### config.mk
export PLATFORM = sky130hd
export DESIGN_NAME = sensor_acq_timer
export DESIGN_NICKNAME = d
export VERILOG_FILES = /design/src/rtl/sensor_acq_timer.sv
export SDC_FILE = /design/constraint.sdc
export NUM_CORES = 1
export LEC_CHECK = 0
export ABC_CLOCK_PERIOD_IN_PS = 6400
export CAP_MARGIN = 0
export CORE_MARGIN = 3
export CORE_UTILIZATION = 53
export DETAILED_ROUTE_END_ITERATION = 8
export GPL_ROUTABILITY_DRIVEN = 0
export PLACE_DENSITY = 0.87
export SLEW_MARGIN = 20
export SYNTH_ARGS = -nofsm -noshare
export SYNTH_HDL_FRONTEND = slang
export SYNTH_SLANG_ARGS = --single-unit
### constraint.sdc
create_clock -name clk -period 6.4 [get_ports clk]
set_input_delay 1.28 -clock clk [delete_from_list [all_inputs] [get_ports clk]]
set_output_delay 1.28 -clock clk [all_outputs]
set_load 0.02 [all_outputs]
### src/rtl/sensor_acq_timer.sv
// Per-sensor acquisition latency timer: counts cycles from trigger to each enabled
// sensor's done level and emits a single-cycle all_done when the run completes or times out.
module sensor_acq_timer #(
    parameter int unsigned NUM_SENSORS = 6,
    parameter int unsigned CNT_WIDTH   = 16
) (
    input  logic                             clk,
    input  logic                             rst,
    input  logic                             trigger,
    input  logic [NUM_SENSORS-1:0]           enable_mask,
    input  logic [NUM_SENSORS-1:0]           done_in,
    input  logic [CNT_WIDTH-1:0]             timeout,
    output logic [NUM_SENSORS*CNT_WIDTH-1:0] acq_time,
    output logic [NUM_SENSORS-1:0]           done_status,
    output logic                             busy,
    output logic                             all_done,
    output logic                             timeout_err,
    output logic                             overrun
);

    localparam int unsigned ACQ_W = NUM_SENSORS * CNT_WIDTH;
    localparam logic [CNT_WIDTH-1:0] CNT_MAX = '1;

    typedef enum logic [1:0] {
        S_IDLE = 2'd0,
        S_ACQ  = 2'd1,
        S_FIN  = 2'd2
    } state_e;

    state_e                 state_q, state_d;
    logic [CNT_WIDTH-1:0]   cnt_q, cnt_d;
    logic [NUM_SENSORS-1:0] en_q, en_d;
    logic [NUM_SENSORS-1:0] pending_q, pending_d;
    logic [NUM_SENSORS-1:0] done_status_q, done_status_d;
    logic [ACQ_W-1:0]       acq_time_q, acq_time_d;
    logic                   busy_q, busy_d;
    logic                   all_done_q, all_done_d;
    logic                   timeout_err_q, timeout_err_d;
    logic                   overrun_q, overrun_d;
    logic [NUM_SENSORS-1:0] hits;

    // Next-state and next-output computation
    always_comb begin
        state_d       = state_q;
        cnt_d         = cnt_q;
        en_d          = en_q;
        pending_d     = pending_q;
        done_status_d = done_status_q;
        acq_time_d    = acq_time_q;
        busy_d        = busy_q;
        all_done_d    = 1'b0;
        timeout_err_d = timeout_err_q;
        overrun_d     = 1'b0;
        hits          = '0;

        case (state_q)
            S_IDLE: begin
                if (trigger) begin
                    en_d          = enable_mask;
                    pending_d     = enable_mask;
                    done_status_d = '0;
                    timeout_err_d = 1'b0;
                    cnt_d         = CNT_WIDTH'(1);
                    for (int unsigned i = 0; i < NUM_SENSORS; i++) begin
                        if (enable_mask[i]) begin
                            acq_time_d[i*CNT_WIDTH +: CNT_WIDTH] = '0;
                        end
                    end
                    if (enable_mask == '0) begin
                        state_d    = S_FIN;
                        all_done_d = 1'b1;
                    end else begin
                        state_d = S_ACQ;
                        busy_d  = 1'b1;
                    end
                end
            end

            S_ACQ: begin
                overrun_d = trigger;
                hits      = pending_q & en_q & done_in;
                for (int unsigned i = 0; i < NUM_SENSORS; i++) begin
                    if (hits[i]) begin
                        acq_time_d[i*CNT_WIDTH +: CNT_WIDTH] = cnt_q;
                    end
                end
                pending_d     = pending_q & ~hits;
                done_status_d = done_status_q | hits;
                cnt_d         = (cnt_q == CNT_MAX) ? cnt_q : cnt_q + CNT_WIDTH'(1);

                // A done sampled in the timeout cycle takes priority for its sensor
                if (pending_d == '0) begin
                    state_d    = S_FIN;
                    all_done_d = 1'b1;
                    busy_d     = 1'b0;
                end else if ((timeout != '0) && (cnt_q == timeout)) begin
                    for (int unsigned i = 0; i < NUM_SENSORS; i++) begin
                        if (pending_d[i]) begin
                            acq_time_d[i*CNT_WIDTH +: CNT_WIDTH] = CNT_MAX;
                        end
                    end
                    pending_d     = '0;
                    timeout_err_d = 1'b1;
                    state_d       = S_FIN;
                    all_done_d    = 1'b1;
                    busy_d        = 1'b0;
                end
            end

            S_FIN: begin
                overrun_d = trigger;
                state_d   = S_IDLE;
            end

            default: begin
                state_d = S_IDLE;
                busy_d  = 1'b0;
            end
        endcase
    end

    // State and output registers
    always_ff @(posedge clk or posedge rst) begin
        if (rst) begin
            state_q       <= S_IDLE;
            cnt_q         <= '0;
            en_q          <= '0;
            pending_q     <= '0;
            done_status_q <= '0;
            acq_time_q    <= '0;
            busy_q        <= 1'b0;
            all_done_q    <= 1'b0;
            timeout_err_q <= 1'b0;
            overrun_q     <= 1'b0;
        end else begin
            state_q       <= state_d;
            cnt_q         <= cnt_d;
            en_q          <= en_d;
            pending_q     <= pending_d;
            done_status_q <= done_status_d;
            acq_time_q    <= acq_time_d;
            busy_q        <= busy_d;
            all_done_q    <= all_done_d;
            timeout_err_q <= timeout_err_d;
            overrun_q     <= overrun_d;
        end
    end

    assign acq_time    = acq_time_q;
    assign done_status = done_status_q;
    assign busy        = busy_q;
    assign all_done    = all_done_q;
    assign timeout_err = timeout_err_q;
    assign overrun     = overrun_q;

endmodule

==> results.json <==
{
  "status": "completed",
  "muxShareOfSynthArea": 0.00317,
  "end_kind": "register",
  "yosysSeqAreaShare": 0.479,
  "clock_latency_ns": 0.42,
  "worst_pin_slew_ns": 1.02,
  "drive_above_1_share": 0.0640,
  "layout_worst_path_cycle_share": 0.584,
  "cts_buffer_depth": 2,
  "crit_path_top_delay_cell": "clkdlybuf4s50_1",
  "synth_top_family_by_area": "compound AO/OA/AOI/OAI gates",
  "nets": 959,
  "root_buffer": "clkbuf_16",
  "ant_nets": 0,
  "crit_type": "in -> reg",
  "synth_area_leader_cell": "dfrtp_1",
  "grt_use_met3": 0.0734,
  "setup_viol": 0,
  "powerDensity_nw_per_um2": 376,
  "grt_use_met2": 0.453,
  "seq_area_sq_um": 3400,
  "cts.repair.resized": 0,
  "grt_overflow": 0,
  "rsz0062_at_grt": "false",
  "peakVddDrop_uv": 199,
  "hold_buffers": 0,
  "async_flop_share": 1.00,
  "hold_slack_ns": 0.513,
  "drt-initial-drc-count": 912,
  "finalNonFillerCells": 1109,
  "placed_area_sq_um": 8450,
  "cp.arrival_ns": 4.08,
  "p_total_mw": 3.41,
  "grt_pass1_vias": 6482,
  "grt_pass1_wl_microns": 34000,
  "fmax_mhz": 268,
  "maxCapViolations": 0,
  "vias_per_cell": 6.15,
  "synth_ff_type": "dfrtp_1",
  "cp_top_family": "simple AND/OR/NAND/NOR gates",
  "crit_required_ns": 6.74,
  "grt_most_used_layer": "met2",
  "synth_commonest_cells": "o21ai_0, dfrtp_1, nand2_1, a21oi_1, inv_1",
  "synthTopCellsByArea": "dfrtp_1, o21ai_0, nand2_1",
  "path_common_cell": "nand2_1",
  "synth_compound_area_frac": 0.264,
  "synth_fp_nets": 862,
  "stdcell_area_sq_um": 9090,
  "grt_max_degree": 93,
  "dieHeight_microns": 122,
  "multi_input_area_sq_um": 3170,
  "top_level_ports": 137,
  "synthSimpleGateAreaFrac": 0.144,
  "dp_hpwl_microns": 13700,
  "die_area_sq_um": 14800,
  "yosysMostFrequentCell": "o21ai_0",
  "period_minus_slack_ns": 3.74,
  "r2r-start": "state_q[0]$_DFFE_PP0P_",
  "post_cts_buffers": 0,
  "wl_microns": 21400,
  "synth_adder_area_share": 0.00704,
  "die_w_microns": 122,
  "fillers": 947,
  "min_path_type": "reg -> reg",
  "max_stage_delay_ns": 0.77,
  "synth-edff-count": 0,
  "dp_cells": 1077,
  "port_buffers": 136,
  "drc_errors": 0,
  "final_max_slew_viol_count": 0,
  "crit_buf_inv": 1,
  "antenna_found_initial": 0,
  "r2r_cells": 7,
  "fp-row-count": 41,
  "ys_ff_latch": 136,
  "start_util": 0.552,
  "design.core.area_sq_um": 12900,
  "start_kind": "primary input",
  "clock_sinks": 136,
  "use_met1": 0.396,
  "wl_per_cell_microns": 19.3,
  "diodes": 0,
  "track_usage": 0.296,
  "drt_pass1_iterations": 6,
  "synth-xor-area-share": 0.0271,
  "critPathLaunch": "trigger",
  "min_path_cells": 2,
  "syn_to_final_growth_pct": 27.8,
  "avgSynthCellArea_sq_um": 8.60,
  "cp_cell_sequence": "clkdlybuf4s50_1, nand2_1, nand2_1, o2111ai_1, or4_1, a21oi_1",
  "fin_skew_ns": 0.00699,
  "path_clk_slew_ns": 0.05,
  "hold_viol": 0,
  "vias": 6817,
  "yosysWarnings": 0,
  "p_leak_nw": 3.70,
  "worstPathMaxFanout": 14,
  "cp.depth": 6,
  "synthCells": 827,
  "htree_levels": 4,
  "relSlewSlack": 0.320,
  "worstHoldStart": "acq_time[19]$_DFFE_PP0P_",
  "tns_ns": 0,
  "cts_buffers": 17,
  "ys_types": 56,
  "synth_top_area_share": 0.479,
  "tritoncts": "done",
  "synth.cell_area_sq_um": 7110
}
==> layout make-up <==
class | count | area share
clock buffers | 20 | 0.0513
multi-input cells | 558 | 0.348
well taps | 172 | 0.0237
repair buffers | 141 | 0.154
inverters | 70 | 0.0292
flip-flops and latches | 136 | 0.374
clock inverters | 12 | 0.0190
==> through the flow <==
| stage | util | setup WS [ns] |
|---|---|---|
| after global placement | 0.655 | 2.46 |
| after detailed placement | 0.656 | 2.35 |
| final | 0.706 | 2.66 |
| after floorplan | - | 1.48 |
| after CTS | 0.706 | 2.76 |
| after global routing | 0.706 | 2.48 |
==> path summary, 6_finish.rpt <==
path / end / slack (ns)
setup / recovery: cnt_q[13]$_DFFE_PP0P_ / 2.66
hold / removal: acq_time[19]$_DFFE_PP0P_ / 0.51
setup reg to reg: cnt_q[13]$_DFFE_PP0P_ / 3.24
hold reg to reg: acq_time[19]$_DFFE_PP0P_ / 0.51
max in group asynchronous: done_status[0]$_DFFE_PP0P_ / 4.09
min in group asynchronous: acq_time[70]$_DFFE_PP0P_ / 1.24
==> registers in the layout, summed over array words and instances, names as in the netlist <==
register	flops
acq_time	96
cnt_q	16
timeout_err	1
all_done	1
pending_q	6
en_q	6
state_q	2
done_status	6
busy	1
overrun	1
==> report_power, final <==
part / switching (mW) / internal (mW) / total [mW]
sequential: 0.149 / 0.978 / 1.13
combinational: 0.787 / 0.446 / 1.23
clock: 0.374 / 0.681 / 1.05
==> layout by cell type (no fill, tap or decap), types with 16 or more instances in the layout <==
master	synthesis	final
nand3_1	17	17
clkbuf_16	0	17
nand2_1	110	110
dfrtp_1	136	136
a21oi_1	72	72
inv_1	70	69
clkdlybuf4s50_1	0	136
xnor2_1	19	19
a221oi_1	16	16
a22oi_1	17	17
nor2_1	55	54
o21ai_0	149	149
==> layer usage <==
layer,routed length [microns],part of all wire
met3,2280,0.11
met1,8220,0.38
met5,0,0
met4,1030,0.048
met2,9920,0.46
==> tightest hold or removal path: stages (launching register included) <==
cell and delay (ns):
dfrtp_1 0.34, a22oi_1 0.08, nand2_1 0.06
==> cell families (layout without fill, tap and decap cells) <==
kind of cell | count (synthesis) | count (layout)
simple gates | 225 | 225
fa+ha+maj | 4 | 4
compound gates | 305 | 305
mux | 2 | 2
xor+xnor | 22 | 22
buf+inv | 133 | 243
flops | 136 | 136
Power figures use the tool's default switching activity.
